[src/rtl/pc_hazard_controller_if.sv]
// pc_hazard_controller_if
// Bundles the PC / pipeline-register control signals exchanged between the
// core datapath and the hazard controller.
//   master : datapath side (drives PC value, decode/execute hazard info,
//            consumes PC and pipeline-register controls)
//   slave  : controller side (pc_hazard_controller)
// Signals:
//   pc_current, imem_ready, if_id_rs1/rs2, if_id_halt, id_ex_mem_read,
//   id_ex_rd, ex_branch_taken, ex_branch_target   -> controller
//   pc_next, pc_write, if_id_write, if_id_flush, id_ex_flush, halted,
//   stall_cycles, flush_cycles                    <- controller
interface pc_hazard_controller_if #(
    parameter int XLEN  = 64,
    parameter int CNT_W = 32
);
    logic [XLEN-1:0]  pc_current;
    logic             imem_ready;
    logic [4:0]       if_id_rs1;
    logic [4:0]       if_id_rs2;
    logic             if_id_halt;
    logic             id_ex_mem_read;
    logic [4:0]       id_ex_rd;
    logic             ex_branch_taken;
    logic [XLEN-1:0]  ex_branch_target;

    logic [XLEN-1:0]  pc_next;
    logic             pc_write;
    logic             if_id_write;
    logic             if_id_flush;
    logic             id_ex_flush;
    logic             halted;
    logic [CNT_W-1:0] stall_cycles;
    logic [CNT_W-1:0] flush_cycles;

    modport master (
        output pc_current, imem_ready, if_id_rs1, if_id_rs2, if_id_halt,
               id_ex_mem_read, id_ex_rd, ex_branch_taken, ex_branch_target,
        input  pc_next, pc_write, if_id_write, if_id_flush, id_ex_flush,
               halted, stall_cycles, flush_cycles
    );

    modport slave (
        input  pc_current, imem_ready, if_id_rs1, if_id_rs2, if_id_halt,
               id_ex_mem_read, id_ex_rd, ex_branch_taken, ex_branch_target,
        output pc_next, pc_write, if_id_write, if_id_flush, id_ex_flush,
               halted, stall_cycles, flush_cycles
    );
endinterface

[src/rtl/pc_hazard_controller.sv]
// pc_hazard_controller
// Decides each cycle whether the PC advances, holds or redirects, and drives
// the IF/ID and ID/EX write/flush controls for load-use hazards, taken
// branches, instruction-memory wait states and halt draining. Keeps
// saturating stall and branch-flush counters.
// Ports:
//   clk   : rising-edge clock
//   reset : synchronous active-high reset
//   bus   : pc_hazard_controller_if.slave (hazard inputs, PC/pipeline controls,
//           halted flag and performance counters)
// Control outputs are combinational from state and current inputs so the PC
// and pipeline registers act on the same edge; halted and counters are
// registered.
module pc_hazard_controller #(
    parameter int              XLEN         = 64,
    parameter int              PC_INC       = 4,
    parameter logic [XLEN-1:0] RESET_PC     = '0,
    parameter int              DRAIN_CYCLES = 3,
    parameter int              CNT_W        = 32
) (
    input  logic                   clk,
    input  logic                   reset,
    pc_hazard_controller_if.slave  bus
);
    localparam int DW = $clog2(DRAIN_CYCLES + 1);

    typedef enum logic [1:0] {BOOT, RUN, DRAIN, HALTED} state_t;

    state_t           state;
    logic [DW-1:0]    drain_cnt;
    logic [CNT_W-1:0] stall_cnt;
    logic [CNT_W-1:0] flush_cnt;
    logic             halted_q;

    logic [XLEN-1:0]  pc_next;
    logic             pc_write;
    logic             if_id_write;
    logic             if_id_flush;
    logic             id_ex_flush;
    logic             stall_inc;
    logic             flush_inc;
    logic             enter_drain;
    logic             load_use;

    function automatic logic [CNT_W-1:0] sat_inc(input logic [CNT_W-1:0] v);
        return (&v) ? v : v + 1'b1;
    endfunction

    // x0 is never a real dependency, so rd==0 cannot cause a stall
    assign load_use = bus.id_ex_mem_read && (bus.id_ex_rd != 5'd0) &&
                      ((bus.id_ex_rd == bus.if_id_rs1) ||
                       (bus.id_ex_rd == bus.if_id_rs2));

    always_comb begin
        pc_next     = bus.pc_current;
        pc_write    = 1'b0;
        if_id_write = 1'b1;
        if_id_flush = 1'b0;
        id_ex_flush = 1'b0;
        stall_inc   = 1'b0;
        flush_inc   = 1'b0;
        enter_drain = 1'b0;
        if (reset) begin
            pc_next     = RESET_PC;
            if_id_write = 1'b0;
            if_id_flush = 1'b1;
            id_ex_flush = 1'b1;
        end else begin
            case (state)
                BOOT: begin
                    if_id_flush = 1'b1;
                end
                RUN: begin
                    // Taken branch wins: it squashes whatever sits in ID,
                    // including a halt or the consumer of a load.
                    if (bus.ex_branch_taken) begin
                        pc_next     = bus.ex_branch_target;
                        pc_write    = 1'b1;
                        if_id_flush = 1'b1;
                        id_ex_flush = 1'b1;
                        flush_inc   = 1'b1;
                    end else if (load_use) begin
                        if_id_write = 1'b0;
                        id_ex_flush = 1'b1;
                        stall_inc   = 1'b1;
                    end else if (bus.if_id_halt) begin
                        // halt moves on to EX; nothing new enters IF/ID
                        if_id_flush = 1'b1;
                        enter_drain = 1'b1;
                    end else if (!bus.imem_ready) begin
                        if_id_flush = 1'b1;
                        stall_inc   = 1'b1;
                    end else begin
                        pc_next  = bus.pc_current + XLEN'(PC_INC);
                        pc_write = 1'b1;
                    end
                end
                DRAIN: begin
                    if_id_flush = 1'b1;
                    id_ex_flush = 1'b1;
                end
                HALTED: begin
                    if_id_write = 1'b0;
                    if_id_flush = 1'b1;
                    id_ex_flush = 1'b1;
                end
                default: ;
            endcase
        end
    end

    always_ff @(posedge clk) begin
        if (reset) begin
            state     <= BOOT;
            drain_cnt <= '0;
            stall_cnt <= '0;
            flush_cnt <= '0;
            halted_q  <= 1'b0;
        end else begin
            case (state)
                BOOT: state <= RUN;
                RUN: begin
                    if (enter_drain) begin
                        state     <= DRAIN;
                        drain_cnt <= DW'(DRAIN_CYCLES);
                    end
                    if (stall_inc) stall_cnt <= sat_inc(stall_cnt);
                    if (flush_inc) flush_cnt <= sat_inc(flush_cnt);
                end
                DRAIN: begin
                    drain_cnt <= drain_cnt - 1'b1;
                    if (drain_cnt == DW'(1)) begin
                        state    <= HALTED;
                        halted_q <= 1'b1;
                    end
                end
                HALTED: ;
                default: state <= BOOT;
            endcase
        end
    end

    assign bus.pc_next      = pc_next;
    assign bus.pc_write     = pc_write;
    assign bus.if_id_write  = if_id_write;
    assign bus.if_id_flush  = if_id_flush;
    assign bus.id_ex_flush  = id_ex_flush;
    assign bus.halted       = halted_q;
    assign bus.stall_cycles = stall_cnt;
    assign bus.flush_cycles = flush_cnt;
endmodule

[src/flat_wrapper.sv]
// flat-port wrapper written by rule: the top's interface ports become plain ports
module pc_hazard_controller_flat 
#(
    parameter int              XLEN         = 64,
    parameter int              PC_INC       = 4,
    parameter logic [XLEN-1:0] RESET_PC     = '0,
    parameter int              DRAIN_CYCLES = 3,
    parameter int              CNT_W        = 32
)
  (clk, reset, bus_pc_current, bus_imem_ready, bus_if_id_rs1, bus_if_id_rs2, bus_if_id_halt, bus_id_ex_mem_read, bus_id_ex_rd, bus_ex_branch_taken, bus_ex_branch_target, bus_pc_next, bus_pc_write, bus_if_id_write, bus_if_id_flush, bus_id_ex_flush, bus_halted, bus_stall_cycles, bus_flush_cycles);
  pc_hazard_controller_if #(.XLEN(XLEN), .CNT_W(CNT_W)) bus_i ();
  input  logic clk;
  input  logic reset;
  input wire logic [$bits(bus_i.pc_current)-1:0] bus_pc_current;
  input wire logic [$bits(bus_i.imem_ready)-1:0] bus_imem_ready;
  input wire logic [$bits(bus_i.if_id_rs1)-1:0] bus_if_id_rs1;
  input wire logic [$bits(bus_i.if_id_rs2)-1:0] bus_if_id_rs2;
  input wire logic [$bits(bus_i.if_id_halt)-1:0] bus_if_id_halt;
  input wire logic [$bits(bus_i.id_ex_mem_read)-1:0] bus_id_ex_mem_read;
  input wire logic [$bits(bus_i.id_ex_rd)-1:0] bus_id_ex_rd;
  input wire logic [$bits(bus_i.ex_branch_taken)-1:0] bus_ex_branch_taken;
  input wire logic [$bits(bus_i.ex_branch_target)-1:0] bus_ex_branch_target;
  output wire logic [$bits(bus_i.pc_next)-1:0] bus_pc_next;
  output wire logic [$bits(bus_i.pc_write)-1:0] bus_pc_write;
  output wire logic [$bits(bus_i.if_id_write)-1:0] bus_if_id_write;
  output wire logic [$bits(bus_i.if_id_flush)-1:0] bus_if_id_flush;
  output wire logic [$bits(bus_i.id_ex_flush)-1:0] bus_id_ex_flush;
  output wire logic [$bits(bus_i.halted)-1:0] bus_halted;
  output wire logic [$bits(bus_i.stall_cycles)-1:0] bus_stall_cycles;
  output wire logic [$bits(bus_i.flush_cycles)-1:0] bus_flush_cycles;
  assign bus_i.pc_current = bus_pc_current;
  assign bus_i.imem_ready = bus_imem_ready;
  assign bus_i.if_id_rs1 = bus_if_id_rs1;
  assign bus_i.if_id_rs2 = bus_if_id_rs2;
  assign bus_i.if_id_halt = bus_if_id_halt;
  assign bus_i.id_ex_mem_read = bus_id_ex_mem_read;
  assign bus_i.id_ex_rd = bus_id_ex_rd;
  assign bus_i.ex_branch_taken = bus_ex_branch_taken;
  assign bus_i.ex_branch_target = bus_ex_branch_target;
  assign bus_pc_next = bus_i.pc_next;
  assign bus_pc_write = bus_i.pc_write;
  assign bus_if_id_write = bus_i.if_id_write;
  assign bus_if_id_flush = bus_i.if_id_flush;
  assign bus_id_ex_flush = bus_i.id_ex_flush;
  assign bus_halted = bus_i.halted;
  assign bus_stall_cycles = bus_i.stall_cycles;
  assign bus_flush_cycles = bus_i.flush_cycles;
  pc_hazard_controller #(.XLEN(XLEN), .PC_INC(PC_INC), .RESET_PC(RESET_PC), .DRAIN_CYCLES(DRAIN_CYCLES), .CNT_W(CNT_W)) u_core (.clk(clk), .reset(reset), .bus(bus_i));
endmodule
[config.mk]
export PLATFORM = sky130hd
export DESIGN_NAME = pc_hazard_controller_flat
export DESIGN_NICKNAME = d
export VERILOG_FILES = /design/src/rtl/pc_hazard_controller_if.sv /design/src/rtl/pc_hazard_controller.sv /design/src/flat_wrapper.sv
export SDC_FILE = /design/constraint.sdc
export NUM_CORES = 1
export LEC_CHECK = 0
export ABC_AREA = 1
export BUFFER_PORTS_ARGS = -buffer_cell sky130_fd_sc_hd__buf_2
export CAP_MARGIN = 20
export CORE_MARGIN = 8
export CORE_UTILIZATION = 50
export DETAILED_ROUTE_END_ITERATION = 8
export PLACE_DENSITY = 0.75
export SLEW_MARGIN = 5
export SYNTH_ARGS = -nofsm -noshare
export SYNTH_HDL_FRONTEND = slang
export SYNTH_SLANG_ARGS = --single-unit
[constraint.sdc]
create_clock -name clk -period 2.7 [get_ports clk]
set_input_delay 0.405 -clock clk [delete_from_list [all_inputs] [get_ports clk]]
set_output_delay 0.405 -clock clk [all_outputs]
set_load 0.02 [all_outputs]
==> parameters.txt <==
Parameter                              Value

Synthesis
  Cell type with the highest aggregate area in the netlist ... nand2_1
  Synth warn ... 0
  Proportion of netlist area held by the largest area contributor ... 0.184
  Post-synth EDFFs ... 0
  Combined area of all synthesized cells ... 8520 sq um
  Post-synthesis register bit count ... 69
  Number of cells produced by synthesis ... 1565
  Sequential-to-total area share from yosys stat ... 0.162
  Net Count, Synth ... 1723
  Async set or reset register ratio after synthesis ... 0
  Mean Syn Cell Area ... 5.45 sq um
  Most frequently used flop master after synthesis ... dfxtp_1
  Biggest area contributors in the synthesized netlist ... nand2_1, dfxtp_1, nand3_1, nor2_1, inv_1
  Number of library cell types mapped by synthesis ... 46

CTS
  TritonCTS clock tree ... yes
  Sink Count ... 69
  Clock buffer count from CTS ... 9
  Post-CTS setup buffer count ... 0
  Number of gates resized after CTS ... 0
  Root buffer cell ... clkbuf_16
  Total number of H-tree levels ... 3
  Insertion delay of the later-clocked pin in the worst-skew pair ... 330 ps
  Maximum buffer depth of the clock tree ... 2
  Post-CTS Hold Fix Bufs ... 0
  Clock edge transition at the registers on the reported setup and hold paths ... 50 ps

Floorplanning
  Width of the die ... 147 microns
  Initial Util ... 0.512
  I/O pins ... 282
  Area of the core ... 16600 sq um
  Row Count ... 47
  Die area ... 21500 sq um
  Die span in y ... 147 microns

STA
  Number of max-slew violations in the final report ... 0
  Worst slew pin tran ... 675 ps
  Final critical-path share of the clock period ... 0.959
  Worst slew margin ... 0.546
  Period minus WS final ... 2590 ps
  Clock Skew ... 4.58 ps
  Number of setup violations in the final report ... 0
  Maximum clock frequency ... 386 MHz
  Sum of negative setup slack ... 0 ps
  Final Hold Fails ... 0
  Smallest hold slack ... 476 ps

Drt
  Initial DRT Pass Iterations ... 6
  First-iteration detailed-routing DRC count ... 938
  Routed length per instance ... 16.6 microns
  Number of remaining DRC errors ... 0
  Drt via density ... 5.54
  Residual antenna-violating net count after detailed routing ... 0
  Final WL ... 34300 microns
  Vias after detailed routing ... 11419

Pwr
  Cell leakage power ... 5.13 nW
  Peak supply drop ... 0.435 mV
  Final Total Pwr ... 4.15 mW
  Power density over the cells ... 390 nW/um^2

Cells and area
  Commonest cells after routing, fill and taps aside ... nand2_1, buf_2, nor2_1
  Share of final-layout standard cells stronger than drive strength 1 ... 0.214
  Fraction of the core area covered by cells at the end of the flow ... 0.640
  Final antenna diode count ... 0
  P&R area growth vs syn ... 24.9%
  Number of filler instances in the final layout ... 1660
  Layout Cell Area excl Fill ... 10600 sq um
  Number of nets in the layout ... 1996
  Most common cell after layout, fill and taps aside ... nand2_1

Global routing
  Vias in the first global route ... 10703
  Grt total ovfl ... 0
  Antenna violations before repair ... 1
  Largest net degree at the start of global routing ... 61
  Layer with the highest usage after global routing ... met2
  Met3 global-route usage ... 0.0603
  Fraction of met2 tracks used by global routing ... 0.522
  Global-route usage over all layers ... 0.302
  Global routing met1 resource utilization ... 0.365
  Wire length of the first global-routing pass ... 54300 microns

Placement
  Quantity of I/O buffers inserted on ports ... 281
  Final weighted congestion in routability-driven placement ... 1.02
  Detail Placement HPWL ... 27200 microns
  Post-Place Cell Area ... 10300 sq um

Setup path
  Minimum setup slack among reg-to-reg paths ... 480 ps
  Kind of launch point of the worst setup path ... input pin
  Category of the critical setup timing path ... in -> out
  Highest net fanout along the worst path ... 7
  Data required time of the critical path ... 2300 ps
  Setup crit end kind ... output pin
  Reg-to-reg startpoint ... u_core.bus.flush_cycles[0]
  Depth of the worst register-to-register path ... 10
  Critical register-to-register path endpoint ... u_core.bus.flush_cycles[5]
  Arrival time of data at the critical path endpoint ... 2180 ps

Worst hold path
  Worst hold start ... u_core.bus.halted
  Worst min path class ... reg -> reg
  End of the worst hold path ... u_core.bus.halted
  Hold path depth ... 2

Run status
  Result of the run ... complete, no violations

Job
  Number of violations of the max-capacitance limit ... 0
[cell families (layout without fill, tap and decap cells)]
group,count (synthesis),after routing,synth area share
buffers and inverters,274,551,0.129
AOI/OAI and AO/OA,184,184,0.133
xor gates and xnor gates,52,52,0.0534
DFF,69,69,0.162
and+or+nand+nor,977,977,0.509
adders and majority gates,9,9,0.0132
[cells in the mapped netlist (3+ instances only)]
library cell and n:
a21oi_1 67, buf_2 19, and3_1 4, buf_6 3
nand3b_1 6, clkbuf_1 31, a211oi_1 46, nor2_1 220
nor4_1 4, nand2_1 418, nand2_2 11, o221a_2 3
nor2_2 8, xnor2_1 16, dfxtp_1 69, xor2_1 36
inv_2 7, nor2_4 6, o221ai_1 12, ha_1 9
inv_1 200, buf_1 5, o21ai_0 43, nor3b_1 7
buf_4 7, nand4_1 56, nor3_1 55, o21bai_1 3
nand3_1 169
[where the power goes]
part / switching [mW] / internal [mW] / total (mW)
registers: 0.0246 / 1.04 / 1.07
clock network: 0.417 / 0.691 / 1.11
logic: 1.31 / 0.657 / 1.97
total: 1.76 / 2.39 / 4.15
[state kept, by name, indices dropped and copies added, names as in the netlist]
name	flops
u_core.bus.flush_cycles	32
u_core.bus.stall_cycles	32
u_core.drain_cnt	2
u_core.state	2
u_core.bus.halted	1
[worst max path at each step]
stage | to | startpoint | cells after the start | slack, ps
floorplan | bus_pc_next[2] | u_core.state[1] | 7 | 500
global placement | bus_pc_next[62] | bus_pc_current[36] | 14 | 50
detailed placement | bus_pc_next[46] | bus_pc_current[2] | 12 | 70
CTS | bus_pc_next[46] | bus_pc_current[2] | 12 | 60
global route | bus_pc_next[38] | bus_pc_current[25] | 13 | -20
finish | bus_pc_next[46] | bus_pc_current[2] | 12 | 110
[cell type report]
cell class / instances / area [sq um] / area share
Multi-Input combinational cell: 1222 / 6090 / 0.572
Timing Repair Buffer: 327 / 1830 / 0.172
Sequential cell: 69 / 1380 / 0.130
Inverter: 209 / 785 / 0.0737
Tap cell: 220 / 275 / 0.0259
Clock buffer: 14 / 274 / 0.0257
Clock inverter: 1 / 5.00 / 0.000470
[worst max-delay path, stage by stage]
cell and delay (ps):
buf_2 160, ha_4 170, nand3_1 110, nor2_4 220, nand3_1 230, nor3b_4 370, nand3_1 120, nand2_1 70
nand3_1 80, nand2_1 70, inv_1 30, buf_2 150
[per-layer routing]
layer,vias up,part of all wire
met2,582,0.48
met5,-,0.00035
met4,2,0.029
met1,5097,0.40
li1,5668,-
met3,70,0.097
[metrics by stage]
step,setup WS [ps],instances
finish,110,2062
global route,-22.4,2062
CTS,61.3,2061
detailed placement,65.7,2046
global placement,47.9,2046
floorplan,502,1565
Note: power is estimated with default switching activity, not from simulation.
